$ cat src/rtl/fir_sym_pipe.sv
// Linear-phase FIR with folded mirror taps, runtime-writable coefficients
// and a free-running four-stage pipeline behind a valid-gated delay line.
module fir_sym_pipe #(
  parameter int unsigned DATA_W = 16,
  parameter int unsigned COEF_W = 16,
  parameter int unsigned N_TAPS = 9,
  parameter int unsigned OUT_W  = 16,
  parameter int unsigned SHIFT  = 0,
  parameter bit          SAT    = 1'b1
) (
  input  logic                                   clk,
  input  logic                                   rst,
  input  logic                                   in_valid,
  input  logic signed [DATA_W-1:0]               in_data,
  input  logic                                   coef_we,
  input  logic [$clog2((N_TAPS+1)/2)-1:0]        coef_addr,
  input  logic signed [COEF_W-1:0]               coef_wdata,
  output logic                                   out_valid,
  output logic signed [OUT_W-1:0]                out_data
);

  localparam int unsigned M     = (N_TAPS + 1) / 2;
  localparam int unsigned AW    = $clog2(M);
  localparam int unsigned PW    = DATA_W + 1;
  localparam int unsigned MW    = DATA_W + COEF_W + 1;
  localparam int unsigned ACC_W = MW + $clog2(M);
  localparam int unsigned HW    = ACC_W - OUT_W + 1;

  logic signed [DATA_W-1:0] d    [N_TAPS];
  logic signed [COEF_W-1:0] coef [M];
  logic signed [PW-1:0]     p    [M];
  logic signed [MW-1:0]     m    [M];
  logic signed [ACC_W-1:0]  s;
  logic [3:0]               vld;

  logic signed [ACC_W-1:0]  acc_c;
  logic signed [ACC_W-1:0]  shifted_c;
  logic [HW-1:0]            hi_c;
  logic signed [OUT_W-1:0]  res_c;

  // Delay line advances only on accepted samples
  always_ff @(posedge clk or posedge rst) begin
    if (rst) begin
      for (int i = 0; i < int'(N_TAPS); i++) d[i] <= '0;
    end else if (in_valid) begin
      d[0] <= in_data;
      for (int i = 1; i < int'(N_TAPS); i++) d[i] <= d[i-1];
    end
  end

  // Coefficient bank; reset to the identity filter, out-of-range writes dropped
  always_ff @(posedge clk or posedge rst) begin
    if (rst) begin
      for (int k = 0; k < int'(M); k++)
        coef[k] <= (k == int'(M) - 1) ? COEF_W'(1) : '0;
    end else if (coef_we) begin
      for (int k = 0; k < int'(M); k++)
        if (coef_addr == AW'(k)) coef[k] <= coef_wdata;
    end
  end

  // Pre-add, multiply and sum stages
  always_ff @(posedge clk or posedge rst) begin
    if (rst) begin
      for (int k = 0; k < int'(M); k++) begin
        p[k] <= '0;
        m[k] <= '0;
      end
      s <= '0;
    end else begin
      for (int k = 0; k < int'(M) - 1; k++)
        p[k] <= PW'(d[k]) + PW'(d[int'(N_TAPS) - 1 - k]);
      p[M-1] <= PW'(d[M-1]);
      for (int k = 0; k < int'(M); k++)
        m[k] <= MW'(p[k]) * MW'(coef[k]);
      s <= acc_c;
    end
  end

  always_comb begin
    acc_c = '0;
    for (int k = 0; k < int'(M); k++) acc_c = acc_c + ACC_W'(m[k]);
  end

  // Scale, then clamp when the bits above the output sign disagree
  always_comb begin
    shifted_c = s >>> SHIFT;
    hi_c      = shifted_c[ACC_W-1:OUT_W-1];
    res_c     = shifted_c[OUT_W-1:0];
    if (SAT && !((&hi_c) || !(|hi_c)))
      res_c = shifted_c[ACC_W-1] ? {1'b1, {(OUT_W-1){1'b0}}}
                                 : {1'b0, {(OUT_W-1){1'b1}}};
  end

  always_ff @(posedge clk or posedge rst) begin
    if (rst) begin
      vld       <= '0;
      out_valid <= 1'b0;
      out_data  <= '0;
    end else begin
      vld       <= {vld[2:0], in_valid};
      out_valid <= vld[3];
      if (vld[3]) out_data <= res_c;
    end
  end

endmodule

$ cat config.mk
export PLATFORM = sky130hd
export DESIGN_NAME = fir_sym_pipe
export DESIGN_NICKNAME = d
export VERILOG_FILES = /design/src/rtl/fir_sym_pipe.sv
export SDC_FILE = /design/constraint.sdc
export NUM_CORES = 2
export LEC_CHECK = 0
export ABC_CLOCK_PERIOD_IN_PS = 36900
export BUFFER_PORTS_ARGS = -buffer_cell sky130_fd_sc_hd__clkbuf_2
export CORE_MARGIN = 2
export CORE_UTILIZATION = 56
export CTS_BUF_LIST = sky130_fd_sc_hd__clkbuf_2 sky130_fd_sc_hd__clkbuf_4 sky130_fd_sc_hd__clkbuf_8
export DETAILED_ROUTE_END_ITERATION = 8
export PLACE_DENSITY = 0.72
export SLEW_MARGIN = 20
export SYNTH_ARGS = -nofsm -noshare
export SYNTH_HDL_FRONTEND = slang
export SYNTH_SLANG_ARGS = --single-unit
export TNS_END_PERCENT = 10
$ cat constraint.sdc
create_clock -name clk -period 36.9 [get_ports clk]
set_clock_uncertainty 0.05 [all_clocks]
set_input_delay 3.69 -clock clk [delete_from_list [all_inputs] [get_ports clk]]
set_output_delay 3.69 -clock clk [all_outputs]
set_load 0.005 [all_outputs]
# After elaboration in Yosys (flattened, before gate mapping)
# Index checks and enable logic that the tools add are counted.
# word_totals
out_inout_bits	17
ff_bits	529
word_cells	57
# classes
mux	2
n_mul	5
addsub	8
reduce_logical	10
eq_ne	4
# ops
operator	count
$mul 17x16->33	4
$add 16x16->17	4
$add 35x33->36	1
$add 36x32->36	1
$add 34x33->35	1
$add 33x33->34	1
$mul 16x16->32	1
$mux 16	2
$reduce_and 21->1	1
$reduce_or 21->1	1
$reduce_and 2->1	5
$eq 3x2->1 const B	2
$eq 3x1->1 const B	1
$eq 3x3->1 const B	1
$logic_not 3->1	1
$logic_not 1->1	1
$logic_or 1x1->1	1

# Longest topological paths before layout
# depth
ltp_word	4
ltp_mapped	25

# Least setup slack after synthesis
# Ideal clock, no wire load.
# synth_timing
path_kind	reg2reg
startpoint	register coef[23] (netlist bit)
endpoint	register m[64] (netlist bit)
setup_slack_ns	30.600
required_ns	36.727
setup_time_ns	0.123
path_stages_with_launch	24
t_arrival_ns	6.127
path_cell_list	dfrtp_1 clkbuf_1 clkbuf_1 nand2_1 fa_1 inv_1 fa_1 inv_1 fa_1 inv_1 fa_1 fa_1 inv_1 fa_1 inv_1 ha_1 nand4_1 or2_2 a2111oi_1 o21ai_0 o311ai_1 a31o_2 a21oi_1 xnor2_1
# synth_via
elab_chain_cells	1
# synth_lines
item	line_no	source
from (decl)	30	logic signed [COEF_W-1:0] coef [M];
from (signal, indexed assignment)	55	coef[k] <= (k == int'(M) - 1) ? COEF_W'(1) : '0;
from (signal, indexed assignment)	58	if (coef_addr == AW'(k)) coef[k] <= coef_wdata;
$mul 17x16->33	75	m[k] <= MW'(p[k]) * MW'(coef[k]);
to (signal, indexed assignment)	75	
to (decl)	32	logic signed [MW-1:0] m [M];
# No other way between the ends.
# A chain may end at the register's enable or synchronous reset.

# Worst setup path after layout
# layout_timing
startpoint	register p[33] (netlist bit)
endpoint	register m[65] (netlist bit)
# layout_via
elab_chain_cells	1
# layout_lines
item	line_no	source
from (decl)	31	logic signed [PW-1:0] p [M];
from (signal, indexed assignment)	72	p[k] <= PW'(d[k]) + PW'(d[int'(N_TAPS) - 1 - k]);
from (signal, indexed assignment)	73	p[M-1] <= PW'(d[M-1]);
$mul 17x16->33	75	
# No other way between the ends.

==> parameters.txt <==
Parameter                              Value

Status
  Outcome ... finished, final reports clean

Routing
  Initial drt markers ... 3,780
  Drc violations ... 0
  Number of iterations in the first detailed-routing pass ... 7
  ANT nets after route ... 0
  Routed length per placed instance ... 20.52 um
  Vias per cell ... 5.514
  Final wirelength ... 184.2 mm
  Routed vias ... 49,510

Synth
  Cell Area, Synth ... 0.07336 mm^2
  Syn avg cell area ... 10.18 um^2
  Top_reg_cell synth ... sky130_fd_sc_hd__dfrtp_1
  Register area share after synthesis ... 0.1805
  Synth Register Bits ... 529
  Post-synth net total ... 9,233
  Proportion of synthesized flip-flops having asynchronous set or reset ... 1.000
  Number of flops mapped to enable cells by yosys ... 0
  Post-synthesis instance total ... 7,205
  Distinct cell type count after synthesis ... 76
  Ys Warns ... 0

Clock tree
  Clk Latency, worst-skew pair ... 770 ps
  Clock edge transition at the registers on the reported setup and hold paths ... 70 ps
  TritonCTS buffer count ... 91
  Number of clock sinks seen by CTS ... 529
  Clock tree from TritonCTS ... yes
  Hold buffer count at CTS ... 0
  CTS max path bufs ... 3
  Number of levels in the clock H-tree ... 3
  Buffers inserted during post-CTS setup optimization ... 0
  Root buffer cell ... sky130_fd_sc_hd__clkbuf_8
  Post-CTS resize count ... 0

Floorplan
  Area of the die ... 0.1339 mm^2
  Height of the chip ... 365.9 um
  Initial standard-cell utilization of the core ... 0.5651
  Site row count ... 132
  Area of the core region ... 0.1298 mm^2
  Horiz. Die Dim ... 365.9 um
  Count of boundary I/O pins ... 56

Worst setup path
  Setup slack on the worst flop-to-flop path ... 29,820 ps
  Startpoint type of the worst setup path ... flip-flop
  Buffers plus inverters on the worst setup path ... 3
  Crit end category ... flip-flop
  Critical path peak fanout ... 16
  FF-to-FF End ... m[65]$_DFF_PP0_
  Length in cells of the worst reg-to-reg path ... 19
  Data required time at the worst endpoint ... 37,450 ps
  Crit-path leading delay family ... adder cells
  Critical path launch point ... p[33]$_DFF_PP0_
  Launching point of the worst reg2reg path ... p[33]$_DFF_PP0_
  List of cells traversed by the critical path ... nand2_1 -> inv_1 -> fa_1 -> fa_1 -> fa_1 -> fa_1 -> fa_1 -> inv_1 -> fa_1 -> inv_1 -> ha_1 -> a21oi_1 -> nand2_1 -> or2_2 -> o21ai_0 -> o211ai_1 -> a31oi_1 -> o21ai_0 -> xnor2_1
  Kind of critical path ... flip-flop to flip-flop
  Maximum single-stage delay on the critical path ... 920 ps
  Cell occurring most often along the worst timing path ... sky130_fd_sc_hd__fa_1
  Max stage delay cell, worst path ... sky130_fd_sc_hd__fa_1
  Arrival time at the worst endpoint ... 7640 ps

STA
  Period Utilization, post-route ... 0.1919
  Maximum operating frequency ... 141.2 MHz
  Count of endpoints failing hold in the final timing report ... 0
  Final Critical Period ... 7082 ps
  Setup violations, final ... 0
  Headroom to the max-slew limit ... 0.2422
  Measured slew at the worst slew-check pin ... 1130 ps
  Max Transition Viols Final ... 0
  Unrepaired setup endpoints after global routing ... no
  Final total negative setup slack ... 0 ps

Cells and area
  Number of filler cells placed in the layout ... 10,840
  Sequential standard cell area ... 0.01324 mm^2
  Fraction of final layout cells with drive strength greater than 1 ... 0.06670
  Nets ... 9,164
  Synthesis-to-layout area growth ... 5.388%
  Footprint of the multi-input gates ... 0.05352 mm^2

Placement
  Port Buf Inserts ... 55
  DPL Wire Length ... 149.8 mm
  Final weighted congestion in routability-driven placement ... 0.9524

GRT
  Number of global-route vias before repair ... 53,440
  Overall global routing resource usage ... 0.2883
  Wire length of the first global-routing pass ... 298.7 mm
  Total congestion overflow after global routing ... 0
  Initial antenna violation count ... 20
  Largest net degree at the start of global routing ... 167

Worst hold path
  Hold Startpoint ... vld[0]$_DFF_PP0_
  Hold-critical path endpoint ... vld[1]$_DFF_PP0_
  Hold WC Path Type ... flip-flop to flip-flop
  Worst hold path stage count ... 0

Run
  Maximum capacitance violations ... 0
[cell usage after synthesis, types with 20 or more instances]
library cell	instances	area (um^2)
sky130_fd_sc_hd__a211oi_1	34	255.2
sky130_fd_sc_hd__a21o_1	90	675.7
sky130_fd_sc_hd__a21oi_1	191	955.9
sky130_fd_sc_hd__and2_1	649	4060
sky130_fd_sc_hd__clkbuf_1	225	844.6
sky130_fd_sc_hd__dfrtp_1	528	13210
sky130_fd_sc_hd__fa_1	1471	29450
sky130_fd_sc_hd__ha_1	518	6481
sky130_fd_sc_hd__inv_1	1534	5758
sky130_fd_sc_hd__mux2_2	213	2399
sky130_fd_sc_hd__nand2_1	748	2808
sky130_fd_sc_hd__nand2b_1	35	219.0
sky130_fd_sc_hd__nand3_1	62	310.3
sky130_fd_sc_hd__nor2_1	198	743.2
sky130_fd_sc_hd__nor2b_1	28	175.2
sky130_fd_sc_hd__nor3_1	56	280.3
sky130_fd_sc_hd__o21a_1	25	187.7
sky130_fd_sc_hd__o21ai_0	123	615.6
sky130_fd_sc_hd__or3_1	20	125.1
sky130_fd_sc_hd__xnor2_1	180	1577
sky130_fd_sc_hd__xor2_1	62	543.0
[cells by family (layout without fill, tap and decap cells)]
kind of cell             after synthesis  in the layout  share of synthesized area
adder cells (fa/ha/maj)             1989           1989                     0.4898
AND/OR/NAND/NOR                     1862           1862                     0.1252
buffers and inverters               1765           1771                    0.09032
AO/OA/AOI/OAI                        604            604                    0.05250
flip-flops                           529            529                     0.1805
XOR/XNOR                             242            242                    0.02889
multiplexers                         214            214                    0.03283
other                                  0             25                          0
[registers in the layout, summed over array words and instances, names as in the netlist]
register	flops
m	164
d	144
p	84
coef	80
s	36
out_data	16
vld	4
out_valid	1
[metrics by stage]
stage / cell area (um^2) / setup WS (ps) / hold WS (ps) / utilization / std cells
after floorplan: 73360 / 18380 / 281.2 / - / 7205
after global placement: 75080 / 29870 / 281.1 / 0.5784 / 8784
after detailed placement: 75090 / 29810 / 285.6 / 0.5784 / 8784
after CTS: 77230 / 29860 / 294.4 / 0.5949 / 8952
after global routing: 77280 / 29440 / 311.8 / 0.5953 / 8966
final: 77310 / 29820 / 297.1 / 0.5956 / 8978
[placed cells by master, fill, tap and decap left out, types with 20 or more instances in the layout]
master,count
sky130_fd_sc_hd__clkbuf_8,109
sky130_fd_sc_hd__a21o_1,90
sky130_fd_sc_hd__xor2_1,62
sky130_fd_sc_hd__a21oi_1,191
sky130_fd_sc_hd__clkbuf_4,24
sky130_fd_sc_hd__nor3_1,55
sky130_fd_sc_hd__diode_2,25
sky130_fd_sc_hd__ha_1,518
sky130_fd_sc_hd__nand2b_1,35
sky130_fd_sc_hd__nand2_1,748
sky130_fd_sc_hd__dfrtp_1,528
sky130_fd_sc_hd__or3_1,20
sky130_fd_sc_hd__mux2_2,213
sky130_fd_sc_hd__a211oi_1,34
sky130_fd_sc_hd__o21a_1,25
sky130_fd_sc_hd__fa_1,1471
sky130_fd_sc_hd__nand3_1,61
sky130_fd_sc_hd__nor2b_1,28
sky130_fd_sc_hd__inv_1,1533
sky130_fd_sc_hd__and2_1,649
sky130_fd_sc_hd__xnor2_1,180
sky130_fd_sc_hd__clkbuf_2,54
sky130_fd_sc_hd__o21ai_0,123
sky130_fd_sc_hd__nor2_1,198
[final cells by class]
cell class / count / share of cell area
Sequential cell: 529 / 0.1712
Timing Repair Buffer: 69 / 0.005260
Tap cell: 1742 / 0.02819
Clock buffer: 133 / 0.02173
Clock inverter: 35 / 0.006020
Inverter: 1534 / 0.07457
Antenna cell: 25 / 0.0008092
Multi-Input combinational cell: 4911 / 0.6922
[per-layer routing]
metal | part of all wire | vias up | GRT usage
li1 | - | 21700 | -
met1 | 0.41 | 25730 | 0.3881
met2 | 0.47 | 1669 | 0.4561
met3 | 0.077 | 386 | 0.05997
met4 | 0.045 | 14 | 0.1234
met5 | 0.00053 | - | 0
[worst max path at each step]
stage | endpoint | slack, ps | depth (start not counted)
final | m[65]$_DFF_PP0_ | 29820 | 19
after global placement | s[10]$_DFF_PP0_ | 29870 | 5
after floorplan | coef[10]$_DFFE_PP0P_ | 18380 | 1
after global routing | m[64]$_DFF_PP0_ | 29440 | 21
after detailed placement | m[145]$_DFF_PP0_ | 29810 | 5
after CTS | m[64]$_DFF_PP0_ | 29860 | 19
Power is left out: the tool's default activity adds up to more than one toggle a clock period on the data nets, which glitch-free logic cannot reach.
